## src/rtl/sumador_nbits_display.sv

```systemverilog
// Registered add/subtract unit with two-deep result history and a multiplexed hex display.
// Optional build macro LEADING_ZERO_BLANK_EN blanks leading zero digits above digit 0.
module sumador_nbits_display #(
  parameter int unsigned WIDTH       = 8,
  parameter int unsigned DIGITS      = 3,
  parameter int unsigned REFRESH_DIV = 50000
) (
  input  logic              Clk,
  input  logic              Rst_n,
  input  logic [WIDTH-1:0]  A,
  input  logic [WIDTH-1:0]  B,
  input  logic              Load,
  input  logic              Mode,
  input  logic              Sel,
  output logic [WIDTH:0]    Q0,
  output logic [WIDTH:0]    Q1,
  output logic              Ovf,
  output logic              Res_Valid,
  output logic [6:0]        Seg,
  output logic [DIGITS-1:0] Dig_En
);

  localparam int unsigned ScanW = (REFRESH_DIV > 1) ? $clog2(REFRESH_DIV) : 1;
  localparam int unsigned DigW  = (DIGITS > 1) ? $clog2(DIGITS) : 1;
  localparam int unsigned PadW  = 4 * DIGITS;

  function automatic logic [6:0] hex_glyph(input logic [3:0] nib);
    logic [6:0] g;
    unique case (nib)
      4'h0: g = 7'b0111111;
      4'h1: g = 7'b0000110;
      4'h2: g = 7'b1011011;
      4'h3: g = 7'b1001111;
      4'h4: g = 7'b1100110;
      4'h5: g = 7'b1101101;
      4'h6: g = 7'b1111101;
      4'h7: g = 7'b0000111;
      4'h8: g = 7'b1111111;
      4'h9: g = 7'b1101111;
      4'hA: g = 7'b1110111;
      4'hB: g = 7'b1111100;
      4'hC: g = 7'b0111001;
      4'hD: g = 7'b1011110;
      4'hE: g = 7'b1111001;
      4'hF: g = 7'b1110001;
    endcase
    return g;
  endfunction

  logic [WIDTH:0]    q0_q, q0_d, q1_q, q1_d;
  logic              ovf_q, ovf_d, valid_q, valid_d;
  logic [ScanW-1:0]  scan_q, scan_d;
  logic [DigW-1:0]   dig_q, dig_d;
  logic [6:0]        seg_q, seg_d;
  logic [DIGITS-1:0] dig_en_q, dig_en_d;

  logic [WIDTH:0]    res_add, res_sub;
  logic              ovf_add, ovf_sub;
  logic [PadW-1:0]   padded;
  logic [3:0]        nib;

  always_comb begin
    res_add = {1'b0, A} + {1'b0, B};
    res_sub = {1'b0, A} - {1'b0, B};
    // Signed overflow: result sign disagrees with what the operand signs imply.
    ovf_add = (A[WIDTH-1] == B[WIDTH-1]) && (res_add[WIDTH-1] != A[WIDTH-1]);
    ovf_sub = (A[WIDTH-1] != B[WIDTH-1]) && (res_sub[WIDTH-1] != A[WIDTH-1]);

    q0_d    = q0_q;
    q1_d    = q1_q;
    ovf_d   = ovf_q;
    valid_d = Load;
    if (Load) begin
      q1_d  = q0_q;
      q0_d  = Mode ? res_sub : res_add;
      ovf_d = Mode ? ovf_sub : ovf_add;
    end

    scan_d = scan_q + ScanW'(1);
    dig_d  = dig_q;
    if (scan_q == ScanW'(REFRESH_DIV - 1)) begin
      scan_d = '0;
      dig_d  = (dig_q == DigW'(DIGITS - 1)) ? '0 : dig_q + DigW'(1);
    end

    padded          = '0;
    padded[WIDTH:0] = Sel ? q1_q : q0_q;
    nib             = 4'(padded >> {dig_q, 2'b00});
    seg_d           = hex_glyph(nib);
`ifdef LEADING_ZERO_BLANK_EN
    if ((dig_q != '0) && ((padded >> {dig_q, 2'b00}) == '0)) seg_d = 7'b0000000;
`endif
    dig_en_d = DIGITS'(1) << dig_q;
  end

  always_ff @(posedge Clk or negedge Rst_n) begin
    if (!Rst_n) begin
      q0_q     <= '0;
      q1_q     <= '0;
      ovf_q    <= 1'b0;
      valid_q  <= 1'b0;
      scan_q   <= '0;
      dig_q    <= '0;
      seg_q    <= 7'b0111111;
      dig_en_q <= DIGITS'(1);
    end else begin
      q0_q     <= q0_d;
      q1_q     <= q1_d;
      ovf_q    <= ovf_d;
      valid_q  <= valid_d;
      scan_q   <= scan_d;
      dig_q    <= dig_d;
      seg_q    <= seg_d;
      dig_en_q <= dig_en_d;
    end
  end

  assign Q0        = q0_q;
  assign Q1        = q1_q;
  assign Ovf       = ovf_q;
  assign Res_Valid = valid_q;
  assign Seg       = seg_q;
  assign Dig_En    = dig_en_q;

endmodule

```

## config.mk

```make
export PLATFORM = sky130hd
export DESIGN_NAME = sumador_nbits_display
export DESIGN_NICKNAME = d
export VERILOG_FILES = /design/src/rtl/sumador_nbits_display.sv
export SDC_FILE = /design/constraint.sdc
export NUM_CORES = 1
export LEC_CHECK = 0
export CORE_AREA = 5 5 89 152
export DETAILED_ROUTE_END_ITERATION = 10
export DIE_AREA = 0 0 94 157
export GPL_TIMING_DRIVEN = 0
export MAX_ROUTING_LAYER = met4
export PLACE_DENSITY = 0.51
export SETUP_SLACK_MARGIN = 0.15
export SLEW_MARGIN = 20
export SYNTH_ARGS = -nofsm -noshare
export SYNTH_HDL_FRONTEND = slang
export SYNTH_SLANG_ARGS = --single-unit
```

## constraint.sdc

```tcl
create_clock -name Clk -period 5.7 [get_ports Clk]
set_clock_uncertainty 0.1 [all_clocks]
set_input_delay 0.57 -clock Clk [delete_from_list [all_inputs] [get_ports Clk]]
set_output_delay 0.57 -clock Clk [all_outputs]
set_load 0.1 [all_outputs]
```

==> summary.txt, run 1 <==
Status
  • Run status: completed

Worst setup path
  • Path type of the worst setup path: input pin to register
  • Critical path startpoint category: input pin
  • Critical path required time: just under 6 ns
  • Number of buffer and inverter instances along the worst setup path: 3
  • List of cells traversed by the critical path: clkdlybuf4s50_1 -> mux4_1 -> nand2b_1 -> inv_1 -> ha_1 -> mux4_2 -> inv_1
  • Critical-path cell with the highest stage delay: clkdlybuf4s50_1
  • Cell type group with the largest total delay on the critical path: multiplexers
  • Setup crit end kind: register
  • Maximum fanout count along the critical path: 6
  • Reg2Reg Depth: 8
  • FF-to-FF Start: dig_q[0]$_DFFE_PN0N_
  • Most frequent cell on the critical path: inv_1
  • Critical path arrival: 2.91 ns
  • Reg2reg end: Seg[3]$_DFF_PN1_
  • Worst-case register-to-register setup slack: approximately 3.3 ns
  • Highest cell delay on the worst timing path: 0.62 ns

Synth
  • #FFs+latches synth: between 40 and 50
  • Synth Flop Type: dfrtp_1
  • Leading cell types by total area after synthesis: dfrtp_1, ha_1, dfstp_2, mux2_2, inv_1
  • Area share of the largest cell type after synthesis: roughly a third
  • Number of synthesis warnings: 0
  • Post-synth cell types: 52
  • Register area share after synthesis: roughly 41%
  • Dominant cell type by area after synthesis: dfrtp_1
  • FFs w/ async S/R, synth: 100%
  • Count of mapped cells out of synthesis: around 290
  • Most common cell in the netlist: dfrtp_1
  • Net count after synthesis: between 300 and 400
  • Most used standard cells in the synthesized netlist: dfrtp_1, ha_1, inv_1, nor2_1
  • Number of enable-type register cells in the synthesized netlist: 0
  • Mapped cell area: roughly 3000 um2
  • Average footprint of a synthesized cell: between 10 and 15 um2

Timing
  • Post-route minimum period: approximately 2.8 ns
  • Max-slew violation count: 0
  • Setup repair after global routing missed its margin: false
  • Number of hold-slack violations in the final timing report: 0
  • Total Neg Setup Slack: 0 ns
  • Final setup fails: 0
  • Max Freq: ~360 MHz
  • Share of the clock period used by the worst path after layout: 48.7%
  • Slew at the pin with the worst max-slew slack: about 1.0 ns
  • Headroom to the max-slew limit: 31.4%

Floorplan
  • Height of the die: roughly 160 um
  • Overall die width: 94 um
  • Starting density of the core: roughly a quarter
  • Total die area: between 10,000 and 15,000 um2
  • Area inside the core boundary: between 10,000 and 15,000 um2
  • Number of I/O pins: 51
  • Number of placement rows: 53

Clock network
  • Number of buffers inserted during clock tree synthesis: 5
  • Hold-fix buffer count after cts: 0
  • CTS sink count: 48
  • Count of buffers added by post-CTS timing repair for setup: 0
  • Depth of the CTS H-tree: 2
  • Clock tree from TritonCTS: built
  • Clock latency of the later-clocked register in the worst-skew pair: 0.29 ns
  • Maximum buffer depth of the clock tree: 2
  • Clock transition at the register clock pins on the worst setup and hold paths after CTS: around 0.07 ns
  • Resize count post-CTS: 0
  • Master cell of the clock root buffer: clkbuf_16

Route
  • Antenna violation net count after detailed routing: 0
  • First-iteration detailed-routing DRC count: 29
  • DRC violations left: 0
  • Number of optimization iterations in the first detailed-route pass: 4
  • Detailed-route via count: between 2,000 and 2,500
  • Drt total wl: 7020 um
  • Via density per instance: roughly 4.5
  • Wirelength per Cell: between 10 and 15 um

Layout
  • P&R area growth vs syn: 29.9%
  • Non-filler instance count after layout: just over 500
  • Post-layout nets: between 300 and 400
  • Number of diodes added for antenna fixing: 0
  • Proportion of layout cells with a drive suffix above 1: about 11%

Global routing
  • Met1 Usage GRT: 10.4%
  • First-pass GRT wire length: between 10,000 and 15,000 um
  • Global Route Usage Sum: between 10% and 20%
  • Busiest layer in global routing: met2
  • Antenna violations before repair: 0
  • Met3 global-route usage: under 10%
  • Grt total ovfl: 0
  • Pin count of the biggest net entering global routing: 28
  • Met2 usage in global routing: 19.4%
  • Number of global-route vias before repair: around 2,400

Place
  • Final weighted congestion in routability-driven placement: 0.783
  • Number of buffers added on ports: approximately 50
  • Half-perimeter wire length after placement: about 5700 um
  • Number of instances in the placed design: slightly above 500

Flow run
  • Count of maximum capacitance violations: 0

Power and ir drop
  • Leakage component of the power: between 1.5 and 2 nW
  • Power Dens Cells: 361 nW/um2
  • VDD IR-drop max: 146 uV

Hold path
  • Worst min-delay path class: input pin to async pin
[layout make-up]
| type | instances | area [um2] |
|---|---|---|
| Buffer | 10 | 55.1 |
| Clock buffer | 5 | 125 |
| Clock inverter | 3 | 46.3 |
| Fill cell | 1310 | 8230 |
| Inverter | 24 | 90.1 |
| Multi-Input combinational cell | 209 | 1600 |
| Sequential cell | 48 | 1210 |
| Tap cell | 165 | 206 |
| Timing Repair Buffer | 50 | 505 |
[layout by cell type, fill, tap and decap left out, types with 2 or more instances in the layout]
cell             instances
nand2b_1                 4
o31ai_1                  2
a21oi_1                 15
and3_1                   2
mux4_1                   2
mux4_2                   2
ha_1                    24
fa_1                     2
nand2_1                 15
xor2_1                   6
buf_2                    3
a22o_1                   3
o21a_1                   5
nor2b_1                  9
or3_1                    2
a211oi_1                 2
dfstp_2                  7
o21bai_1                 2
a211o_1                  2
nor3_1                   9
clkbuf_16                5
clkdlybuf4s50_1         48
o211a_1                  2
dfrtp_1                 41
xnor2_1                  8
or2_2                    2
o211ai_1                 4
buf_4                    2
nand4_1                  7
inv_1                   24
clkbuf_1                 4
mux2i_1                  7
mux2_2                  11
nor2_1                  24
o21ai_0                  7
a21o_1                   3
nor3b_1                  2
nand3_1                 10
[metrics by stage]
step / instance area (um2) / hold WS (ns) / util [%] / setup slack, ns / power, mW
floorplan: 2960 / 0.174 / - / 3.17 / 0.900
global placement: 3660 / 0.382 / 30.3 / 2.54 / 1.05
detailed placement: 3670 / 0.379 / 30.4 / 2.62 / 1.06
CTS: 3840 / 0.173 / 31.8 / 2.92 / 1.41
global route: 3840 / 0.202 / 31.8 / 2.84 / 1.45
finish: 3840 / 0.148 / 31.8 / 2.93 / 1.39
[registers in the layout, indices dropped and copies added, names as in the netlist]
| register | cells |
|---|---|
| Q1 | 9 |
| Seg | 7 |
| Ovf | 1 |
| Dig_En | 3 |
| Q0 | 9 |
| dig_q | 2 |
| Res_Valid | 1 |
| scan_q | 16 |
[how the worst max path moves through the flow]
| stage | start | to | slack [ns] | cells after the start |
|---|---|---|---|---|
| 4_1_cts | Sel | Seg[3]$_DFF_PN1_ | 2.92 | 7 |
| 3_5_place_dp | B[1] | Ovf$_DFFE_PN0P_ | 2.62 | 8 |
| 3_3_place_gp | Rst_n | Q0[0]$_DFFE_PN0P_ | 2.54 | 1 |
| 6_report | Sel | Seg[3]$_DFF_PN1_ | 2.93 | 7 |
| 5_1_grt | Sel | Seg[3]$_DFF_PN1_ | 2.84 | 7 |
| 2_1_floorplan | Q0[4]$_DFFE_PN0P_ | Seg[3]$_DFF_PN1_ | 3.17 | 7 |
[cell families after synthesis]
kind of cell | count (synthesis) | synth area share, %
AND/OR/NAND/NOR | 91 | 15.6
buffers and inverters | 34 | 4.90
flip-flops | 48 | 40.9
XOR/XNOR | 14 | 4.14
AO/OA/AOI/OAI | 56 | 13.1
adder cells (fa/ha/maj) | 26 | 11.5
multiplexers | 22 | 9.85
[report_power, final]
| group | total, mW | switching, mW | internal, mW |
|---|---|---|---|
| Sequential | 0.423 | 0.0285 | 0.394 |
| Combinational | 0.623 | 0.452 | 0.171 |
| Clock | 0.342 | 0.133 | 0.209 |
[per-layer routing]
metal  routed length [um]  up-vias
li1                     -     1129
met1                 2750     1106
met2                 3940       42
met3                  172       13
met4                  155        0
met5                    0        -
Note: power is estimated with default switching activity, not from simulation.
==> run 2: changes to the inputs <==
==> constraint.sdc (replaced) <==
create_clock -name Clk -period 2.8 [get_ports Clk]
set_clock_uncertainty 0.1 [all_clocks]
set_input_delay 0.28 -clock Clk [delete_from_list [all_inputs] [get_ports Clk]]
set_output_delay 0.28 -clock Clk [all_outputs]
set_load 0.1 [all_outputs]
==> run 2 against run 1 <==
Worst hold slack improved by 0.24 ns. Wire length increased by 0.61%. Critical endpoint unchanged. Combinational power increased by 100%. Final cell count increased by 0.19%.
==> summary.txt, run 2 (synthesis gave the netlist of run 1 again) <==
Timing
  • Slack of the critical path: about 0.31 ns
  • Share of the clock period used by the worst path after layout: between 80 and 90%
  • Headroom to the max-slew limit: between 30% and 40%
  • Final setup fails: 0
  • Max Freq: roughly 400 MHz
  • Slew at the pin with the worst max-slew slack: a little over 1 ns
  • Number of hold-slack violations in the final timing report: 0
  • Max-slew violation count: 0
  • Post-route minimum period: between 2 and 2.5 ns
  • Setup repair after global routing missed its margin: false

Route
  • First-iteration detailed-routing DRC count: 47
  • Number of optimization iterations in the first detailed-route pass: 6
  • Drt total wl: 7060 um
  • Wirelength per Cell: between 10 and 15 um
  • DRC violations left: 0
  • Antenna violation net count after detailed routing: 0
  • Via density per instance: between 4 and 5
  • Detailed-route via count: 2,308

Clock network
  • Master cell of the clock root buffer: clkbuf_16
  • Clock transition at the register clock pins on the worst setup and hold paths after CTS: 0.07 ns
  • Depth of the CTS H-tree: 2
  • Count of buffers added by post-CTS timing repair for setup: 0
  • Clock tree from TritonCTS: built
  • Number of buffers inserted during clock tree synthesis: 5
  • Clock latency of the later-clocked register in the worst-skew pair: between 0.2 and 0.3 ns
  • Maximum buffer depth of the clock tree: 2
  • CTS sink count: 48

Power and ir drop
  • Power Dens Cells: 734 nW/um2
  • VDD IR-drop max: 296 uV
  • Leakage component of the power: around 1.7 nW

Global routing
  • Number of global-route vias before repair: about 2,400
  • Grt total ovfl: 0
  • Global Route Usage Sum: about a tenth
  • Pin count of the biggest net entering global routing: 28
  • Antenna violations before repair: 0
  • First-pass GRT wire length: between 10,000 and 15,000 um

Layout
  • Number of diodes added for antenna fixing: 0
  • P&R area growth vs syn: 30.2%
  • Proportion of layout cells with a drive suffix above 1: ~11%
  • Multi-input gate area: about 1600 um2
  • Largest register by flop count: scan_q
  • Post-layout nets: around 400
  • Number of flip-flops in the largest register: 16
  • Leading cell type in the layout, fill and taps excluded: clkdlybuf4s50_1
  • Leading cell types in the layout, fill and taps excluded: clkdlybuf4s50_1, dfrtp_1, inv_1, nor2_1, ha_1
  • Fill cells: ~1,300
  • Non-filler instance count after layout: just over 500
  • Flip-flop and latch area: between 1000 and 1500 um2

Worst setup path
  • Highest cell delay on the worst timing path: about 0.63 ns
  • Maximum fanout count along the critical path: 6
  • Path type of the worst setup path: input pin to register
  • Reg2Reg Depth: 8
  • Critical path required time: about 2.9 ns
  • Critical path startpoint category: input pin
  • List of cells traversed by the critical path: clkdlybuf4s50_1 -> mux4_1 -> nand2b_1 -> inv_1 -> ha_1 -> mux4_2 -> inv_1
  • Setup crit end kind: register
  • FF-to-FF Start: dig_q[0]$_DFFE_PN0N_
  • Most frequent cell on the critical path: inv_1
  • Critical-path cell with the highest stage delay: clkdlybuf4s50_1
  • Worst-case register-to-register setup slack: around 0.54 ns
  • Critical path arrival: approximately 2.6 ns
  • Reg2reg end: Seg[3]$_DFF_PN1_

Floorplan
  • Total die area: 14,800 um2
  • Number of placement rows: 53
  • Overall die width: roughly 94 um
  • Area inside the core boundary: 12,100 um2
  • Height of the die: 157 um
  • Number of I/O pins: 51
  • Starting density of the core: around a quarter

Place
  • Number of instances in the placed design: around 510
  • Half-perimeter wire length after placement: about 5700 um
  • Setup slack after placement: 0.0128 ns
  • Final weighted congestion in routability-driven placement: 0.783
  • Number of buffers added on ports: approximately 50

Hold path
  • Hold Crit Depth: 1
  • Worst min-delay path class: register to register
  • End point of the worst hold path: scan_q[5]$_DFF_PN0_
  • Worst Min Path Start: scan_q[5]$_DFF_PN0_

Flow run
  • Count of maximum capacitance violations: 0

Status
  • Run status: completed
==> run 2: changes by cell type in the layout (fill, tap and decap cells not counted), sizes merged <==
| cell | delta |
|---|---|
| dlygate4sd3 | +1 |
==> run 2: repair_timing <==
| action | in CTS | in global routing |
|---|---|---|
| hold buffers | 1 | 0 |
| endpoints found under the hold margin | 21 | 0 |
| gates resized for setup | 0 | 1 |
| setup endpoints to repair | 0 | 1 |
==> run 2: per-layer routing <==
layer / part of all wire (%) / vias up / track usage [%] / wire [um]
li1: - / 1132 / - / -
met1: 40 / 1117 / 10.4 / 2790
met2: 56 / 46 / 19.4 / 3950
met3: 2.3 / 13 / 1.48 / 163
met4: 2.2 / 0 / 3.79 / 155
met5: 0 / - / - / 0
==> run 2: worst max-delay path, delay by kind of cell <==
family / cells / cell delay, ns
and+or+nand+nor: 1 / 0.23
buffers and inverters: 3 / 0.81
muxes: 2 / 1.05
adders and majority gates: 1 / 0.25
==> run 2: final cells by class <==
type	instances	area share, %
multi-input combinational	209	41.6
sequential	48	31.4
timing repair buffer	51	13.4
tap	165	5.36
clock buffer	5	3.25
inverter	24	2.34
buffer	10	1.43
clock inverter	3	1.20
==> run 2: worst max path at each step <==
stage / startpoint / endpoint / slack, ns / depth (start not counted)
detailed placement: B[1] / Ovf$_DFFE_PN0P_ / 0.01 / 8
global placement: Rst_n / Q0[0]$_DFFE_PN0P_ / -0.07 / 1
global route: Sel / Seg[3]$_DFF_PN1_ / 0.23 / 7
CTS: Sel / Seg[3]$_DFF_PN1_ / 0.31 / 7
finish: Sel / Seg[3]$_DFF_PN1_ / 0.31 / 7
floorplan: Q0[4]$_DFFE_PN0P_ / Seg[3]$_DFF_PN1_ / 0.27 / 7
==> run 2: report_power, final <==
group | switching [mW] | internal (mW)
clock | 0.271 | 0.425
combinational | 0.921 | 0.349
sequential | 0.0581 | 0.802
total | 1.25 | 1.58
==> run 2: metrics by stage <==
stage / total power [mW] / setup TNS, ns / instance area [um2] / hold WS [ns] / utilization (%)
2_1_floorplan: 1.83 / 0 / 2960 / -0.116 / -
3_3_place_gp: 2.14 / -2.55 / 3660 / 0.382 / 30.3
3_5_place_dp: 2.16 / 0 / 3670 / 0.196 / 30.4
4_1_cts: 2.87 / 0 / 3850 / 0.392 / 31.9
5_1_grt: 2.95 / 0 / 3850 / 0.416 / 31.9
6_report: 2.83 / 0 / 3850 / 0.391 / 31.9
==> run 3: changes to the inputs <==
--- a/config.mk
+++ b/config.mk
@@ -5,12 +5,14 @@
 export SDC_FILE = /design/constraint.sdc
 export NUM_CORES = 1
 export LEC_CHECK = 0
+export CELL_PAD_IN_SITES_DETAIL_PLACEMENT = 1
+export CELL_PAD_IN_SITES_GLOBAL_PLACEMENT = 1
 export CORE_AREA = 5 5 89 152
 export DETAILED_ROUTE_END_ITERATION = 10
 export DIE_AREA = 0 0 94 157
 export GPL_TIMING_DRIVEN = 0
 export MAX_ROUTING_LAYER = met4
-export PLACE_DENSITY = 0.51
+export PLACE_DENSITY = 0.6
 export SETUP_SLACK_MARGIN = 0.15
 export SLEW_MARGIN = 20
 export SYNTH_ARGS = -nofsm -noshare
==> run 3 against run 2 <==
Core utilization hardly changed. Setup slack worse by 0.026 ns. Total power decreased by 0.42%. Die area is the same. Register-to-register slack worse by 0.10 ns. Via count increased by 0.17%. Count of clock-buffer cells in the layout did not move. Final cell count stayed put. Sequential share of layout area is essentially flat. Wire length is 5.6% higher. Sequential power rose by 0.7%. Critical endpoint unchanged.
==> summary.txt, run 3 (synthesis gave the netlist of run 1 again) <==
Status
  • Run status: completed

Place
  • Setup slack after placement: -0.00326 ns
  • Half-perimeter wire length after placement: approximately 6000 um
  • Number of buffers added on ports: 49
  • Final weighted congestion in routability-driven placement: 0.757
  • Number of instances in the placed design: about 510

Power and ir drop
  • Power Dens Cells: 731 nW/um2
  • Overall power consumption: around 2.8 mW
  • VDD IR-drop max: slightly below 300 uV
  • Leakage component of the power: between 1.5 and 2 nW

Clock network
  • Number of buffers inserted during clock tree synthesis: 5
  • Clock transition at the register clock pins on the worst setup and hold paths after CTS: roughly 0.060 ns
  • Maximum buffer depth of the clock tree: 2
  • Clock tree from TritonCTS: built
  • Depth of the CTS H-tree: 2
  • Master cell of the clock root buffer: clkbuf_16
  • CTS sink count: 48
  • Clock latency of the later-clocked register in the worst-skew pair: ~0.30 ns

Floorplan
  • Total die area: 14,800 um2
  • Overall die width: 94 um
  • Number of placement rows: 53
  • Height of the die: between 150 and 200 um
  • Area inside the core boundary: 12,100 um2
  • Number of I/O pins: 51
  • Starting density of the core: between 20% and 30%

Global routing
  • Global Route Usage Sum: 11.4%
  • Grt total ovfl: 0
  • Antenna violations before repair: 0
  • First-pass GRT wire length: around 13,000 um
  • Number of global-route vias before repair: between 2,000 and 3,000
  • Pin count of the biggest net entering global routing: 30

Layout
  • Number of diodes added for antenna fixing: 0
  • Leading cell types in the layout, fill and taps excluded: clkdlybuf4s50_1, dfrtp_1, inv_1, nor2_1, ha_1
  • P&R area growth vs syn: 30.1%
  • Non-filler instance count after layout: between 500 and 600
  • Number of flip-flops in the largest register: 16
  • Post-layout nets: just under 400
  • Largest register by flop count: scan_q
  • Leading cell type in the layout, fill and taps excluded: clkdlybuf4s50_1
  • Fill cells: about 1,400
  • Proportion of layout cells with a drive suffix above 1: between 10 and 15%

Timing
  • Max-slew violation count: 0
  • Setup repair after global routing missed its margin: false
  • Number of hold-slack violations in the final timing report: 0
  • Final setup fails: 0
  • Post-route minimum period: ~2.5 ns
  • Max Freq: approximately 400 MHz
  • Slew at the pin with the worst max-slew slack: about 1.0 ns
  • Final hold slack: between 0.3 and 0.4 ns
  • Share of the clock period used by the worst path after layout: 89.7%
  • Headroom to the max-slew limit: between 30% and 40%
  • Slack of the critical path: around 0.29 ns

Flow run
  • Count of maximum capacitance violations: 0

Worst setup path
  • FF-to-FF Start: dig_q[0]$_DFFE_PN0N_
  • Most frequent cell on the critical path: inv_1
  • Reg2reg end: Seg[3]$_DFF_PN1_
  • Maximum fanout count along the critical path: 6
  • Number of buffer and inverter instances along the worst setup path: 3
  • Critical path arrival: 2.65 ns
  • Path type of the worst setup path: input pin to register
  • Setup crit end kind: register
  • Reg2Reg Depth: 8
  • Critical path startpoint category: input pin
  • Highest cell delay on the worst timing path: between 0.6 and 0.7 ns
  • Critical-path cell with the highest stage delay: clkdlybuf4s50_1
  • Worst-case register-to-register setup slack: around 0.44 ns
  • Cell type group with the largest total delay on the critical path: multiplexers
  • Critical path required time: ~2.9 ns
  • List of cells traversed by the critical path: clkdlybuf4s50_1 -> mux4_1 -> nand2b_1 -> inv_1 -> ha_1 -> mux4_2 -> inv_1

Route
  • Wirelength per Cell: approximately 14 um
  • Antenna violation net count after detailed routing: 0
  • Drt total wl: between 7000 and 8000 um
  • DRC violations left: 0
  • Via density per instance: about 4.5
  • Detailed-route via count: roughly 2,300
  • Number of optimization iterations in the first detailed-route pass: 4
  • First-iteration detailed-routing DRC count: 48

Hold path
  • Worst min-delay path class: input pin to async pin
## run 3: per-stage QoR
stage	setup TNS (ns)	util, %	cell area [um2]
final	0	31.9	3850
after global placement	-1.09	30.3	3660
after CTS	0	31.9	3850
after detailed placement	-0.00633	30.4	3670
after global routing	0	31.9	3850
after floorplan	0	-	2960
## run 3: how the worst max path moves through the flow
stage	startpoint	endpoint	slack (ns)	depth (start not counted)
2_1_floorplan	Q0[4]$_DFFE_PN0P_	Seg[3]$_DFF_PN1_	0.27	7
3_3_place_gp	Rst_n	Q0[0]$_DFFE_PN0P_	-0.03	1
3_5_place_dp	Sel	Seg[3]$_DFF_PN1_	-0.003	7
4_1_cts	dig_q[0]$_DFFE_PN0N_	Seg[3]$_DFF_PN1_	0.19	8
5_1_grt	Sel	Seg[3]$_DFF_PN1_	0.17	7
6_report	Sel	Seg[3]$_DFF_PN1_	0.29	7
## run 3: worst register-to-register path, stage by stage (launching register included)
cell,delay (ns)
dfrtp_1,0.32
buf_2,0.20
mux2i_1,0.23
o21ai_0,0.09
o21ai_1,0.37
inv_1,0.15
ha_1,0.29
mux4_2,0.47
inv_1,0.07
## run 3: repair_timing
action                                 4_1_cts  5_1_grt
resized for setup                            0        1
setup buffers                                0        0
setup endpoints to repair                    0        1
hold buffers                                 1        0
endpoints found under the hold margin       19        0
## run 3: where the power goes
part,internal [mW],switching (mW),leakage [nW]
Combinational,0.351,0.921,1.04
Sequential,0.803,0.0630,0.585
Clock,0.419,0.258,0.0798
Total,1.57,1.24,1.70
## run 3: final cells by class
| cell class | instances | area (um2) | area share, % |
|---|---|---|---|
| buffer | 10 | 55.1 | 1.43 |
| clock buffer | 5 | 125 | 3.25 |
| clock inverter | 3 | 42.5 | 1.11 |
| inverter | 24 | 90.1 | 2.34 |
| multi-input combinational | 209 | 1600 | 41.7 |
| sequential | 48 | 1210 | 31.4 |
| tap | 165 | 206 | 5.36 |
| timing repair buffer | 51 | 515 | 13.4 |
## run 3: per-layer routing
| metal | part of all wire (%) | wire length [um] | track usage, % | vias up |
|---|---|---|---|---|
| met2 | 58 | 4310 | 22.1 | 43 |
| met4 | 1.8 | 138 | 4.34 | 0 |
| met1 | 37 | 2770 | 11.0 | 1127 |
| li1 | - | - | - | 1136 |
| met3 | 3.3 | 243 | 1.77 | 6 |
| met5 | 0 | 0 | - | - |
